**src/rtl/clock_hand_sequencer.sv**
```systemverilog
// clock_hand_sequencer: per-frame scheduler that clears the framebuffer, then draws
// the hour, minute, second and alarm hands through one shared CORDIC unit.
module clock_hand_sequencer #(
    parameter int CENTER         = 32,
    parameter int HOUR_LEN       = 23,
    parameter int MIN_LEN        = 31,
    parameter int SEC_LEN        = 27,
    parameter int ALARM_LEN      = 17,
    parameter int STEP           = 2,
    parameter int CORDIC_TIMEOUT = 63
) (
    input  logic        clk,
    input  logic        reset,
    input  logic        frame_req,
    input  logic [8:0]  hour_angle,
    input  logic [8:0]  minute_angle,
    input  logic [8:0]  second_angle,
    input  logic [8:0]  alarm_angle,
    input  logic        alarm_en,
    output logic        cordic_start,
    output logic [15:0] cordic_angle,
    input  logic [15:0] cordic_sin,
    input  logic [15:0] cordic_cos,
    input  logic        cordic_done,
    output logic        clr_valid,
    output logic [5:0]  clr_row,
    output logic        wr_valid,
    output logic [5:0]  wr_x,
    output logic [5:0]  wr_y,
    input  logic        fb_ready,
    output logic        busy,
    output logic        frame_done,
    output logic        err_timeout
);
    typedef enum logic [2:0] {IDLE, CLEAR, CREQ, CWAIT, PLOT, NEXT, DONE} state_t;
    state_t             state_q, state_d;
    logic               req_q, pending_q, pending_d, aen_q, aen_d, err_q, err_d;
    logic [3:0][8:0]    ang_q, ang_d;
    logic [1:0]         hand_q, hand_d;
    logic [5:0]         row_q, row_d, cnt_q, cnt_d, r_q, r_d, len;
    logic signed [15:0] sin_q, sin_d, cos_q, cos_d;
    logic signed [22:0] ps, pc;
    logic signed [7:0]  so, co, x, y;
    logic               edge_s, in_range, last;

    assign edge_s = frame_req & ~req_q;

    always_ff @(posedge clk or posedge reset) begin
        if (reset) begin
            state_q   <= IDLE;
            req_q     <= 1'b0;
            pending_q <= 1'b0;
            aen_q     <= 1'b0;
            err_q     <= 1'b0;
            ang_q     <= '0;
            hand_q    <= '0;
            row_q     <= '0;
            cnt_q     <= '0;
            r_q       <= '0;
            sin_q     <= '0;
            cos_q     <= '0;
        end else begin
            state_q   <= state_d;
            req_q     <= frame_req;
            pending_q <= pending_d;
            aen_q     <= aen_d;
            err_q     <= err_d;
            ang_q     <= ang_d;
            hand_q    <= hand_d;
            row_q     <= row_d;
            cnt_q     <= cnt_d;
            r_q       <= r_d;
            sin_q     <= sin_d;
            cos_q     <= cos_d;
        end
    end

    // Point on the current hand; offsets truncate toward zero so both halves stay symmetric.
    always_comb begin
        len = hand_q == 2'd0 ? 6'(HOUR_LEN) : hand_q == 2'd1 ? 6'(MIN_LEN) :
              hand_q == 2'd2 ? 6'(SEC_LEN) : 6'(ALARM_LEN);
        ps = 23'(sin_q) * 23'($signed({1'b0, r_q}));
        pc = 23'(cos_q) * 23'($signed({1'b0, r_q}));
        so = 8'(ps[22] ? -((-ps) >>> 14) : ps >>> 14);
        co = 8'(pc[22] ? -((-pc) >>> 14) : pc >>> 14);
        x = 8'(CENTER) + so;
        y = 8'(CENTER) - co;
        in_range = (x[7:6] == 2'b00) && (y[7:6] == 2'b00);
        last = ({1'b0, r_q} + 7'(STEP)) > {1'b0, len};
    end

    always_comb begin
        state_d   = state_q;
        pending_d = pending_q;
        aen_d     = aen_q;
        err_d     = err_q;
        ang_d     = ang_q;
        hand_d    = hand_q;
        row_d     = row_q;
        cnt_d     = cnt_q;
        r_d       = r_q;
        sin_d     = sin_q;
        cos_d     = cos_q;
        if (edge_s && state_q != IDLE && state_q != DONE) pending_d = 1'b1;
        case (state_q)
            IDLE: if (edge_s) begin
                state_d = CLEAR;
                row_d   = '0;
                ang_d   = {alarm_angle, second_angle, minute_angle, hour_angle};
                aen_d   = alarm_en;
            end
            CLEAR: if (fb_ready) begin
                row_d = row_q + 6'd1;
                if (row_q == 6'd63) begin
                    state_d = CREQ;
                    hand_d  = '0;
                end
            end
            CREQ: begin
                state_d = CWAIT;
                cnt_d   = '0;
            end
            CWAIT: if (cordic_done) begin
                sin_d   = $signed(cordic_sin);
                cos_d   = $signed(cordic_cos);
                r_d     = 6'd1;
                state_d = PLOT;
            end else begin
                cnt_d = cnt_q + 6'd1;
                if (cnt_q == 6'(CORDIC_TIMEOUT - 1)) begin
                    err_d   = 1'b1;
                    state_d = NEXT;
                end
            end
            PLOT: if (!in_range || fb_ready) begin
                if (last) state_d = NEXT;
                else r_d = r_q + 6'(STEP);
            end
            NEXT: begin
                hand_d  = hand_q + 2'd1;
                state_d = (hand_q == 2'd3 || (hand_q == 2'd2 && !aen_q)) ? DONE : CREQ;
            end
            DONE: if (pending_q || edge_s) begin
                pending_d = 1'b0;
                state_d   = CLEAR;
                row_d     = '0;
                ang_d     = {alarm_angle, second_angle, minute_angle, hour_angle};
                aen_d     = alarm_en;
            end else begin
                state_d = IDLE;
            end
            default: state_d = IDLE;
        endcase
    end

    always_comb begin
        busy         = state_q != IDLE;
        clr_valid    = state_q == CLEAR;
        clr_row      = row_q;
        cordic_start = state_q == CREQ;
        cordic_angle = cordic_start ? {7'd0, ang_q[hand_q]} : '0;
        wr_valid     = state_q == PLOT && in_range;
        wr_x         = wr_valid ? x[5:0] : '0;
        wr_y         = wr_valid ? y[5:0] : '0;
        frame_done   = state_q == DONE;
        err_timeout  = err_q;
    end
endmodule

```
**config.mk**
```make
export PLATFORM = sky130hd
export DESIGN_NAME = clock_hand_sequencer
export DESIGN_NICKNAME = d
export VERILOG_FILES = /design/src/rtl/clock_hand_sequencer.sv
export SDC_FILE = /design/constraint.sdc
export NUM_CORES = 1
export LEC_CHECK = 0
export BUFFER_PORTS_ARGS = -buffer_cell sky130_fd_sc_hd__buf_4
export CAP_MARGIN = 0
export CORE_UTILIZATION = 50
export DETAILED_ROUTE_END_ITERATION = 6
export HOLD_SLACK_MARGIN = 0.12
export PLACE_DENSITY = 0.77
export SKIP_CTS_REPAIR_TIMING = 1
export SYNTH_ARGS = -nofsm -noshare
export SYNTH_HDL_FRONTEND = slang
export SYNTH_SLANG_ARGS = --single-unit
```
**constraint.sdc**
```tcl
create_clock -name clk -period 14.1 [get_ports clk]
set_input_delay 2.82 -clock clk [delete_from_list [all_inputs] [get_ports clk]]
set_output_delay 2.82 -clock clk [all_outputs]
set_load 0.01 [all_outputs]
```
Word-level counts from Yosys, hierarchy flattened
Index checks and enable logic that the tools add are counted.
{"block": "word_totals", "regBits": 95, "word_cells": 125, "input_bits": 74}
{"block": "op_classes", "magnitude_cmp": 2, "mux": 42, "mul": 2, "addsub": 11, "bitwise_logic": 3, "n_reduce_logical": 28, "n_eq_ne": 22}
{"op": "$mux W36", "count": 2}
{"op": "$pmux W36 S2", "count": 1}
{"op": "$mux W6", "count": 9}
{"op": "$mul A16 B7 Y23", "count": 2}
{"op": "$neg A22 Y22", "count": 2}
{"op": "$mux W3", "count": 8}
{"op": "$pmux W6 S2", "count": 2}
{"op": "$pmux W3 S7", "count": 1}
{"op": "$bmux W9 S2", "count": 1}
{"op": "$mux W9", "count": 2}
{"op": "$pmux W6 S3", "count": 1}
{"op": "$mux W8", "count": 2}
{"op": "$neg A8 Y8", "count": 2}
{"op": "$add A6 B1 Y6 const B", "count": 2}
{"op": "$eq A6 B6 Y1 const B", "count": 2}
{"op": "$mux W4", "count": 3}
{"op": "$ne A2 B2 Y1 const B", "count": 6}
{"op": "$eq A3 B3 Y1 const B", "count": 3}
{"op": "$reduce_and A3 Y1", "count": 3}
{"op": "$add A7 B8 Y8 const A", "count": 1}
{"op": "$reduce_and A4 Y1", "count": 2}
{"op": "$reduce_bool A2 Y1", "count": 4}
{"op": "$sub A7 B8 Y8 const A", "count": 1}
{"op": "$add A6 B2 Y7 const B", "count": 1}
{"op": "other kinds (24)", "count": 47}

Depth between registers and ports, before layout
{"block": "logic_depth", "ltp_word": 11, "depth_mapped": 33, "depth_no_buf": 30}

Worst setup path before layout
No wires, ideal clock.
{"block": "synth_path", "path_kind": "reg2out", "startpoint": "register r_q[3]", "endpoint": "output port wr_x[0]", "setup_slack_ps": 3689, "stages_incl_launch_ff": 31, "arrival_ps": 7591, "n_path_buf": 3, "required_time_ps": 11280, "cell_sequence": "dfrtp_1 > clkbuf_1 > clkbuf_1 > and2_1 > fa_1 > fa_1 > fa_1 > inv_1 > fa_1 > inv_1 > ha_1 > a2111oi_0 > o21ai_0 > a2111oi_0 > nor3_1 > or4_1 > or2_2 > xnor2_1 > ha_1 > nor2_1 > and3_1 > and3b_1 > o21ai_0 > xnor2_1 > ha_1 > xnor2_1 > xnor3_1 > nor2_1 > nand3_1 > clkbuf_1 > nor2_1"}
{"block": "synth_via", "elab_chain_cells": 9, "word_cells_on_any_way": 15}
{"element": "start, declared", "line_no": "40", "text": "logic [5:0] row_q, row_d, cnt_q, cnt_d, r_q, r_d, len;"}
{"element": "start signal, assigned", "line_no": "72", "text": "r_q <= r_d;"}
{"element": "$mul A16 B7 Y23 (on tied branches)", "line_no": "82, 83"}
{"element": "$neg A22 Y22 (on tied branches)", "line_no": "84, 85"}
{"element": "$neg A8 Y8 (on tied branches)", "line_no": "84, 85"}
{"element": "$mux W8 (on tied branches)", "line_no": "84, 85"}
{"element": "$add A7 B8 Y8 / $sub A7 B8 Y8 (equally long branches)", "line_no": "86, 87"}
{"element": "$logic_not A2 Y1", "line_no": "88", "text": "in_range = (x[7:6] == 2'b00) && (y[7:6] == 2'b00);"}
{"element": "$logic_and A1 B1 Y1", "line_no": "88"}
{"element": "$logic_and A1 B1 Y1", "line_no": "162", "text": "wr_valid = state_q == PLOT && in_range;"}
{"element": "$mux W6 *", "line_no": "163", "text": "wr_x = wr_valid ? x[5:0] : '0;"}
{"element": "end, declared", "line_no": "28", "text": "output logic [5:0] wr_x,"}
Every way passes the cells marked *; elsewhere a longest branch is shown, timed or not.

Worst setup path in the final report
{"block": "layout_path", "startpoint": "register r_q[4]", "endpoint": "output port wr_y[4]"}
{"block": "layout_via", "elab_chain_cells": 9, "word_cells_on_any_way": 15}
{"element": "$mul A16 B7 Y23 (on tied branches)", "line_no": "82, 83"}
{"element": "$neg A22 Y22 (on tied branches)", "line_no": "84, 85"}
{"element": "$neg A8 Y8 (on tied branches)", "line_no": "84, 85"}
{"element": "$mux W8 (on tied branches)", "line_no": "84, 85"}
{"element": "$add A7 B8 Y8 / $sub A7 B8 Y8 (equally long branches)", "line_no": "86, 87"}
{"element": "$logic_not A2 Y1", "line_no": "88"}
{"element": "$logic_and A1 B1 Y1", "line_no": "88"}
{"element": "$logic_and A1 B1 Y1", "line_no": "162"}
{"element": "$mux W6 *", "line_no": "164", "text": "wr_y = wr_valid ? y[5:0] : '0;"}
{"element": "end, declared", "line_no": "29", "text": "output logic [5:0] wr_y,"}
Marks and branches as above.

==> results.json <==
{
  "worst_path_max_delay_cell": "dfrtp_1",
  "p_leak_nw": 7.077,
  "ys_ff_latch": 95,
  "drt_iter0_markers": 683,
  "drt-total-wl_um": 28230,
  "clk_latency_ps": 360,
  "root_buffer": "clkbuf_16",
  "io_buffers": 106,
  "grt_pass1_wl_um": 48290,
  "clock-sinks": 95,
  "cpMostUsedCell": "ha_1",
  "antenna_found_initial": 0,
  "htreeDepth": 3,
  "p_int_mw": 1.608,
  "p_per_area_mw_per_mm2": 239.3,
  "dr.pass1.iters": 5,
  "vias_per_cell": 5.612,
  "yosysWarnings": 0,
  "seqPwrFrac_pct": 17.0,
  "max-vdd-ir-drop_v": 0.0001735,
  "route.detailed.drc": 0,
  "path_clk_slew_ps": 80,
  "worst_slack_ps": 1781,
  "finalSetupTns_ps": 0,
  "globalRouteOverflowTotal": 0,
  "wl_per_cell_um": 16.28,
  "max_slew_margin_pct": 26.38,
  "worstPathMaxFanout": 38,
  "core_mm2": 0.02460,
  "vias": 9732,
  "hpwl_um": 22670,
  "critPathKind": "flip-flop to output port",
  "worstHoldPathType": "flip-flop to flip-flop",
  "synth_edf_count": 0,
  "cts_inserted_buffers": 9,
  "syn_area_per_cell_um2": 9.505,
  "synth_ff_type": "dfrtp_1",
  "cts.path.max_buffers": 2,
  "layout.nets": 1721,
  "register_area_mm2": 0.002377,
  "crit_required_ps": 11280,
  "synth_seq_area_share_pct": 18.73,
  "place_ws_ps": 2357,
  "ios": 114,
  "pwr-share-clk_pct": 7.8,
  "swShare_pct": 52.10,
  "startpoint_type": "flip-flop",
  "grt_pass1_vias": 10050,
  "critPathCaptureType": "output port",
  "synthToLayoutAreaGrowth_pct": 10.54,
  "hold_viol_final": 0,
  "fill_cells": 2153,
  "critical_path_arrival_ps": 9500,
  "holdWs_ps": 486.9,
  "cts_tree": "built",
  "die_area_mm2": 0.02602,
  "slowest_delay_ps": 1070,
  "syn-instance-count": 1335,
  "insertedDiodeCount": 0,
  "post-place-cells": 1718,
  "fp.dieW_um": 161.3,
  "fmax_mhz": 81.17,
  "postRouteAntennaNets": 0,
  "grt_use_total_pct": 22.77,
  "timing.final.crit_share_pct": 87.37,
  "timing.final.crit_period_ps": 12320,
  "drv_cap": 0,
  "grt_max_degree": 77,
  "power_mw": 3.357,
  "finalWeightedCongestion": 0.8814,
  "netlist_area_mm2": 0.01269,
  "tightest_slew_ps": 1104,
  "rows": 57,
  "switchingPower_mw": 1.749,
  "outcome": "finished clean",
  "synth.distinct_cells": 80,
  "layoutNonFillerInstCount": 1734,
  "final_layout_size_suffix_gt1_share_pct": 16.38,
  "setup_viol": 0,
  "synthArstFlopShare_pct": 100.0,
  "die_y_um": 161.3,
  "start_util_pct": 51.57,
  "drv_slew": 0,
  "clock_skew_ps": 12.01,
  "comb_power_share_pct": 75.2,
  "multiInputGateArea_mm2": 0.009483,
  "rsz0062_at_grt": "no"
}
-- placed cells by master, fill, tap and decap left out, drive strengths merged, types with 6 or more instances in the layout --
cell type    n
mux2        70
nand4       12
clkbuf       9
ha         108
xnor2       41
nand3       27
nor3         8
or4          6
nor4         6
and2       175
and3        10
a211oi       9
buf        112
a31oi        6
mux4         9
fa         134
nor2b       12
a21o        19
inv        167
nand2b      10
o211ai      10
o21a         7
dfrtp       95
nor2        57
nand2       79
a21oi       46
or3          7
xor2        21
a2111oi      7
conb         7
mux2i        6
o21ai       37
-- critical path: cells and delay by family (launching register included) --
kind / cells / cell delay, ps
and+or+nand+nor: 9 / 2710
adders and majority gates: 7 / 2640
AOI/OAI and AO/OA: 5 / 1440
DFF: 1 / 1070
xor gates and xnor gates: 4 / 880
buffers and inverters: 4 / 370
-- logic make-up after synthesis --
family,synth area share [%]
compound gates,11.26
xor+xnor,4.457
fa+ha+maj,31.79
buf+inv,6.843
flops,18.73
mux,8.282
other cells,0.02955
simple gates,18.61
-- worst paths after layout --
kind,end,startpoint,slack (ps),cells after the start
setup / recovery,wr_y[4],r_q[4],1780,29
max in group asynchronous,cnt_q[1],reset,10470,3
setup reg to reg,r_q[1],r_q[4],5090,28
hold reg to reg,err_timeout,err_timeout,490,1
min in group asynchronous,sin_q[12],reset,2390,2
hold / removal,err_timeout,err_timeout,490,1
-- metal layers --
metal	routed length (um)	GRT usage [%]
met1	12120	29.10
met2	14130	40.14
met3	1349	3.364
met4	635	6.175
met5	0	0
-- power by group through the flow --
stage / Combinational, mW / Sequential [mW] / Clock, mW
global placement: 2.45 / 0.565 / 0
CTS: 2.51 / 0.568 / 0.266
detailed placement: 2.49 / 0.574 / 0
finish: 2.52 / 0.571 / 0.262
global route: 2.83 / 0.592 / 0.278
floorplan: 2.05 / 0.470 / 0
-- cell usage after synthesis, types with 4 or more instances --
master	count	area, um^2
or4_1	5	37.54
nor2b_1	12	75.07
o2111ai_1	4	35.03
mux4_2	9	202.7
a21o_1	19	142.6
a31oi_1	5	31.28
mux2i_1	6	60.06
and2_1	175	1095
and3b_1	5	43.79
o22ai_1	4	25.02
nand2_1	78	292.8
inv_1	161	604.3
nand4_1	12	75.07
o21ai_0	35	175.2
nand2b_1	10	62.56
or3_1	7	43.79
buf_2	7	35.03
dfrtp_1	95	2377
and3_1	10	62.56
a21oi_1	46	230.2
buf_4	7	52.55
nor2_1	57	214.0
o21a_1	7	52.55
or2_2	5	31.28
o211ai_1	10	75.07
nor3_1	8	40.04
a211oi_1	8	60.06
xor2_1	21	183.9
a2111oi_0	5	43.79
xnor2_1	41	359.1
o21bai_1	4	30.03
o31ai_1	5	37.54
nor4_1	5	31.28
mux2_2	69	777.0
fa_1	134	2683
nand3_1	27	135.1
clkbuf_1	42	157.7
ha_1	108	1351
-- area by class of cell --
| class | instances | share of cell area, % |
|---|---|---|
| tap | 324 | 2.890 |
| timing repair buffer | 112 | 5.994 |
| sequential | 95 | 16.95 |
| clock buffer | 9 | 1.606 |
| clock inverter | 7 | 0.6333 |
| inverter | 161 | 4.326 |
| multi-input combinational | 1026 | 67.60 |
-- through the flow --
stage,util [%],area [um^2]
final,57.01,14030
after global routing,57.01,14030
after CTS,57.01,14030
after detailed placement,55.73,13710
after global placement,55.73,13710
after floorplan,-,12710
-- state kept, by name, indices dropped and copies added, names as in the netlist --
register     count
aen_q            1
hand_q           2
r_q              6
cos_q           16
ang_q           36
req_q            1
cnt_q            6
err_timeout      1
state_q          3
clr_row          6
sin_q           16
pending_q        1
Power figures use the tool's default switching activity.
